$ cat src/rtl/pulse_width_meter.sv
// rtl/pulse_width_meter.sv - measures high-pulse width from rise/fall edge pulses and queues results
// Two-state measurement FSM feeding a small FIFO of {sat, width} records with sticky error flags.

module pulse_width_meter #(
    parameter int CNT_W = 16,
    parameter int DEPTH = 4
) (
    input  logic             clk,
    input  logic             rst,
    input  logic             Rise_Detect,
    input  logic             Fall_Detect,
    input  logic             clr_err,
    output logic             m_valid,
    input  logic             m_ready,
    output logic [CNT_W-1:0] m_width,
    output logic             m_sat,
    output logic             busy,
    output logic             ovf_err,
    output logic             seq_err
);

    localparam int AW = $clog2(DEPTH);
    localparam logic [CNT_W-1:0] CNT_MAX = '1;

    typedef enum logic {IDLE, HIGH} state_t;

    state_t           r_state;
    logic [CNT_W-1:0] r_cnt;
    logic             r_sat;
    logic [CNT_W:0]   r_mem [DEPTH];
    logic [AW:0]      r_wptr;
    logic [AW:0]      r_rptr;
    logic             r_ovf_err;
    logic             r_seq_err;

    logic             w_rise_only;
    logic             w_fall_only;
    logic             w_both;
    logic             w_push;
    logic             w_pop;
    logic             w_wr;
    logic             w_empty;
    logic             w_full;
    logic             w_ovf_evt;
    logic             w_seq_evt;
    logic [CNT_W-1:0] w_cnt_inc;
    logic [CNT_W:0]   w_head;

    assign w_rise_only = Rise_Detect & ~Fall_Detect;
    assign w_fall_only = Fall_Detect & ~Rise_Detect;
    assign w_both      = Rise_Detect & Fall_Detect;
    assign w_cnt_inc   = r_cnt + CNT_W'(1);

    // Pointers carry one extra wrap bit so full and empty are distinguishable.
    assign w_empty   = (r_wptr == r_rptr);
    assign w_full    = (r_wptr[AW] != r_rptr[AW]) && (r_wptr[AW-1:0] == r_rptr[AW-1:0]);
    assign w_push    = (r_state == HIGH) && w_fall_only;
    assign w_pop     = ~w_empty & m_ready;
    assign w_wr      = w_push & (~w_full | w_pop);
    assign w_ovf_evt = w_push & w_full & ~w_pop;
    assign w_seq_evt = w_both | ((r_state == HIGH) & w_rise_only);

    always_ff @(posedge clk) begin
        if (rst) begin
            r_state <= IDLE;
            r_cnt   <= '0;
            r_sat   <= 1'b0;
        end else if (!w_both) begin
            case (r_state)
                IDLE: begin
                    if (w_rise_only) begin
                        r_state <= HIGH;
                        r_cnt   <= CNT_W'(1);
                        r_sat   <= 1'b0;
                    end
                end
                HIGH: begin
                    if (w_fall_only) begin
                        r_state <= IDLE;
                    end else if (w_rise_only) begin
                        r_cnt <= CNT_W'(1);
                        r_sat <= 1'b0;
                    end else if (r_cnt != CNT_MAX) begin
                        r_cnt <= w_cnt_inc;
                        if (w_cnt_inc == CNT_MAX) begin
                            r_sat <= 1'b1;
                        end
                    end
                end
                default: r_state <= IDLE;
            endcase
        end
    end

    always_ff @(posedge clk) begin
        if (rst) begin
            r_wptr <= '0;
            r_rptr <= '0;
        end else begin
            if (w_wr) begin
                r_wptr <= r_wptr + (AW+1)'(1);
            end
            if (w_pop) begin
                r_rptr <= r_rptr + (AW+1)'(1);
            end
        end
    end

    always_ff @(posedge clk) begin
        if (!rst && w_wr) begin
            r_mem[r_wptr[AW-1:0]] <= {r_sat, r_cnt};
        end
    end

    // A new error event in the clearing cycle keeps the flag set.
    always_ff @(posedge clk) begin
        if (rst) begin
            r_ovf_err <= 1'b0;
            r_seq_err <= 1'b0;
        end else begin
            r_ovf_err <= w_ovf_evt | (r_ovf_err & ~clr_err);
            r_seq_err <= w_seq_evt | (r_seq_err & ~clr_err);
        end
    end

    assign w_head  = r_mem[r_rptr[AW-1:0]];
    assign m_valid = ~w_empty;
    assign m_width = m_valid ? w_head[CNT_W-1:0] : '0;
    assign m_sat   = m_valid & w_head[CNT_W];
    assign busy    = (r_state == HIGH);
    assign ovf_err = r_ovf_err;
    assign seq_err = r_seq_err;

endmodule

$ cat config.mk
export PLATFORM = sky130hd
export DESIGN_NAME = pulse_width_meter
export DESIGN_NICKNAME = d
export VERILOG_FILES = /design/src/rtl/pulse_width_meter.sv
export SDC_FILE = /design/constraint.sdc
export NUM_CORES = 1
export LEC_CHECK = 0
export BUFFER_PORTS_ARGS = -buffer_cell sky130_fd_sc_hd__buf_2
export CORE_ASPECT_RATIO = 1.25
export CORE_UTILIZATION = 60
export CTS_CLUSTER_DIAMETER = 40
export DETAILED_ROUTE_END_ITERATION = 6
export HOLD_SLACK_MARGIN = 0.05
export PLACE_DENSITY = 0.9
export SYNTH_ARGS = -nofsm -noshare
export SYNTH_HDL_FRONTEND = slang
export SYNTH_SLANG_ARGS = --single-unit
$ cat constraint.sdc
create_clock -name clk -period 3.4 [get_ports clk]
set_input_delay 0.34 -clock clk [delete_from_list [all_inputs] [get_ports clk]]
set_output_delay 0.34 -clock clk [all_outputs]
set_load 0.02 [all_outputs]
==> Word level (Yosys, flattened, before mapping) <==
Memories as Yosys holds them, arrays and structs flattened. A register that Yosys moved wholly into a read port is not among the register bits.
Cells that the tools add are included.
{ "totals": {"regBits": 26, "in_bits": 6, "ram_bits": 68, "n_memories": 1, "out_inout_bits": 21, "elab_cells": 68} }
{ "op_classes": {"n_mux": 19, "addsub": 3, "bitwise": 23, "n_eq_ne": 9, "reduce_logical": 6} }
{ "memory_table": {"columns": ["name", "words", "word_bits", "read_ports", "rd_ports_with_merged_regs", "wr", "line_no", "source"], "rows": [
  ["r_mem", 4, 17, 1, 1, 1, "30", "logic [CNT_W:0] r_mem [DEPTH];"]
]} }
{ "ops": {"columns": ["op", "count"], "rows": [
  ["$mux 16", 5],
  ["$pmux 16 s2", 1],
  ["$add 16x1->16 const B", 1],
  ["$eq 16x16->1 const B", 1],
  ["$ne 16x16->1 const B", 1],
  ["$and 1x1->1", 11],
  ["$mux 1", 9],
  ["$not 1->1", 8],
  ["$add 3x1->3 const B", 2],
  ["$ne 3x1->1 const B", 2],
  ["$reduce_and 5->1", 1],
  ["$mux 2", 2],
  ["$ne 2x2->1 const B", 2],
  ["$or 1x1->1", 4],
  ["$pmux 1 s2", 2],
  ["$reduce_and 4->1", 1],
  ["$eq 3x3->1", 1],
  ["$logic_and 1x1->1", 3],
  ["$eq 2x2->1", 1],
  ["$logic_not 1->1", 1],
  ["$ne 1x1->1", 1]
]} }

==> Depth between registers and ports, before layout <==
{ "logic_depth": {"word_depth": 8, "mapped_depth": 8} }

==> Least setup slack after synthesis <==
Ideal clock, no wire load.
{ "synth_timing": {"path_kind": "reg-to-reg", "startpoint": "register r_state, in the netlist busy", "endpoint": "memory r_mem[3][0] in the netlist's numbering, enable pin", "n_path_buf": 1, "stages_incl_launch_ff": 5, "t_arrival_ns": 2.348, "path_slack_ns": 0.640, "setup_time_ns": 0.412, "cell_sequence": "dfxtp_1 -> clkbuf_1 -> nor3b_1 -> nand2b_1 -> nor3_1"} }
{ "synth_via": {"elab_chain_cells": 5} }
{ "synth_rtl": {"columns": ["item", "line_no", "source"], "rows": [
  ["start, declared", "27", "state_t r_state;"],
  ["start signal, assigned", "65", "r_state <= IDLE;"],
  ["start signal, assigned", "72", "r_state <= HIGH;"],
  ["start signal, assigned", "79", "r_state <= IDLE;"],
  ["$logic_and 1x1->1", "57", "assign w_push = (r_state == HIGH) && w_fall_only;"],
  ["$and 1x1->1", "59", "assign w_wr = w_push & (~w_full | w_pop);"],
  ["$logic_and 1x1->1", "110", "if (!rst && w_wr) begin"],
  ["$mux 1", "110", null],
  ["$mux 1 (implied by the code)", "111", "r_mem[r_wptr[AW-1:0]] <= {r_sat, r_cnt};"],
  ["end, declared", "30", null]
]} }
Every way passes these cells.

==> Final worst setup path <==
{ "layout_timing": {"startpoint": "register r_cnt[0]", "endpoint": "register r_cnt[13]"} }
{ "layout_via": {"elab_chain_cells": 5, "word_cells_on_any_way": 8, "cone_classes": "1 x add/sub; 2 x eq/ne; 4 x mux; 1 x reduce/logical"} }
{ "layout_rtl": {"columns": ["item", "line_no", "source"], "rows": [
  ["start, declared", "28", "logic [CNT_W-1:0] r_cnt;"],
  ["start signal, assigned", "84", "r_cnt <= w_cnt_inc;"],
  ["$add 16x1->16", "52", "assign w_cnt_inc = r_cnt + CNT_W'(1);"],
  ["$mux 16", "83", "end else if (r_cnt != CNT_MAX) begin"],
  ["$mux 16", "80", "end else if (w_rise_only) begin"],
  ["$mux 16", "78", "if (w_fall_only) begin"],
  ["$pmux 16 s2", "69", "case (r_state)"]
]} }
Several ways; a longest one is shown, not always the timed one. The select of a mux whose other input is x is not followed.
A chain may end at the register's enable or synchronous reset.

==> results.yml <==
status:
  status: "finished clean"
timing:
  fin_crit_sh_pct: 77.26
  relSlewSlack_pct: 38.49
  slew_violations: 0
  rsz0062_at_grt: "false"
  setup_viol: 0
  period_needed_ns: 2.627
  fin_skew_ns: 0.01130
  setup_tns_ns: 0
  timing.fmax_mhz: 380.7
  holdWs_ns: 0.2481
  final_hold_viol_count: 0
  tightest_slew_ns: 0.9227
synthesis:
  syn_inst: 337
  synth_seq_cells: 96
  yosysWarnings: 0
  netlist_top_cells_area: "edfxtp_1 (47%), dfxtp_1 (13%), mux4_2 (8.8%), and2_1 (3.0%), a21oi_1 (2.8%)"
  synth_largest_area_cell: "edfxtp_1"
  synth_common_cells: "edfxtp_1 (68), dfxtp_1 (28), a21oi_1 (24), nand2_1 (24), nor2_1 (23)"
  netlist_area_um2: 4353
  synth.top_cell.area_share_pct: 46.91
  ys_types: 53
  mappedNetlistNets: 350
  synth_ff_type: "edfxtp_1"
  yosysMostFrequentCell: "edfxtp_1"
  synth_edf_count: 68
  seq_area_frac_synth_pct: 59.79
  async_flop_share_pct: 0
  avgSynthCellArea_um2: 12.92
pwr:
  swShare_pct: 24.48
  vdd_drop_max_uv: 215.0
  p_total_mw: 2.076
  p_sw_uw: 508.2
  p_per_area_nw_per_um2: 442.5
  power.leakage_nw: 1.606
  sequentialPowerShare_pct: 60.4
  p_int_mw: 1.568
  p_clk_share_pct: 33.4
  combPwrFrac_pct: 6.2
clocking:
  cts_root_buf: "clkbuf_8"
  cts_htree_levels: 3
  cts_made_buffers: 9
  clock-sinks: 96
  cts_hold_buf: 0
  cts_tree: "yes"
  clk_latency_ns: 0.36
  clock_path_buffers: 2
  clk_pin_slew_worst_paths_ns: 0.10
  post_cts_resized: 0
  cts_setup_buffers: 0
die:
  ios: 27
  start_util_pct: 62.39
  die_width_um: 78.19
  die-area_um2: 7602
  core_region_area_um2: 6977
  rows: 34
  die_h_um: 97.23
worst_setup_path:
  worstPathMaxFanout: 16
  critical_path.cell_chain: "ha_1 > nand4_1 > nor4_2 > nor2_1 > a21oi_4 > nor2_1 > a211oi_1"
  cpLargestDelayFamily: "simple AND/OR/NAND/NOR gates"
  crit_type: "flop to flop"
  required_ns: 3.68
  cpMostUsedCell: "nor2_1"
  cp.arrival_ns: 2.90
  slowest_delay_ns: 0.65
  endpoint_kind: "flop"
  cp_slowest_cell: "dfxtp_1"
  cp.buffers_inverters: 0
  crit_path_start_kind: "flop"
placement:
  io_buffers: 26
  dp.cells: 433
  dp_hpwl_mm: 5.928
  place_congestion: 0.9023
cells_and_area:
  final_nets: 367
  n_fill_cell: 503
  insertedDiodeCount: 0
  area_growth_syn_to_layout_pct: 7.790
  drive_above_1_share_pct: 20.61
  register_area_um2: 2603
  final_cells: 449
  multi_input_area_um2: 1617
drt:
  drt_wl_total_mm: 9.098
  first_pass_iters: 6
  vias: 2820
  vias_per_cell: 6.281
  drc: 0
  antenna_left: 0
  drt_iter0_drc: 254
  routedWlPerCell_um: 20.26
hold_path:
  min_path_type: "primary input to flop"
grt:
  globalRouteTotalUtil_pct: 25.80
  overflow: 0
  antenna_found_initial: 0
  grt_pass1_wl_mm: 14.25
  grt_start_max_net_pins: 30
  grt_pass1_vias: 2700
flow_run:
  cap_violations: 0
## state kept, by name, indices dropped and copies added, names as in the netlist, named ones only
register and count:
busy 1, ovf_err 1, r_cnt 16, r_mem 68, r_rptr 3, r_sat 1, r_wptr 3, seq_err 1
## worst reg2reg max path, delay by kind of cell (launching register included)
kind	cells	cell delay (ns)
flops	1	0.65
fa+ha+maj	1	0.53
simple gates	4	0.82
compound gates	2	0.55
## layout make-up
class / instances / area share, %
Multi-Input combinational cell: 212 / 34.45
Clock buffer: 10 / 2.720
Tap cell: 90 / 2.400
Inverter: 5 / 0.4000
Sequential cell: 96 / 55.47
Timing Repair Buffer: 30 / 3.413
Clock inverter: 6 / 1.147
## placed cells by master, fill, tap and decap left out, drive strengths merged, types with 10 or more instances in the layout
master,n
a21oi,25
and2,21
buf,30
clkbuf,10
dfxtp,28
edfxtp,68
mux4,17
nand2,26
nand3,12
nor2,25
## routing by layer
layer  GRT usage (%)  vias up  part of all wire [%]
met5               0        -                     0
met4           12.68        0                   3.2
met3           4.507       26                   6.2
met2           41.43      112                    51
met1           33.86     1386                    40
li1                -     1296                     -
## power by group through the flow
stage | clock network [mW] | registers [mW] | logic [mW]
final | 0.693 | 1.25 | 0.129
after global routing | 0.741 | 1.26 | 0.140
after CTS | 0.697 | 1.25 | 0.130
after detailed placement | 0 | 1.28 | 0.130
after global placement | 0 | 1.28 | 0.127
after floorplan | 0 | 1.28 | 0.0977
## worst paths after layout
| check | from | endpoint | slack, ns | cells past startpoint |
|---|---|---|---|---|
| max | r_cnt[0] | r_cnt[13] | 0.77 | 7 |
| max reg2reg | r_cnt[0] | r_cnt[13] | 0.77 | 7 |
| min reg2reg | seq_err | seq_err | 0.48 | 2 |
| min | clr_err | seq_err | 0.25 | 3 |
## kinds of logic after synthesis
family	count (synthesis)	synth area share (%)
AND/OR/NAND/NOR	124	16.21
flip-flops	96	59.79
AO/OA/AOI/OAI	50	7.129
buffers and inverters	29	3.191
multiplexers	19	9.256
XOR/XNOR	12	2.414
adder cells (fa/ha/maj)	7	2.012
## per-stage QoR
stage,utilization [%],area (µm²),setup slack (ns)
6_report,67.25,4692,0.7732
5_1_grt,67.25,4692,0.5756
4_1_cts,67.25,4692,0.8237
3_5_place_dp,64.65,4511,0.8734
3_3_place_gp,64.65,4511,0.9750
2_1_floorplan,-,4353,0.6400
No activity file was read; power rests on OpenSTA's default activity.
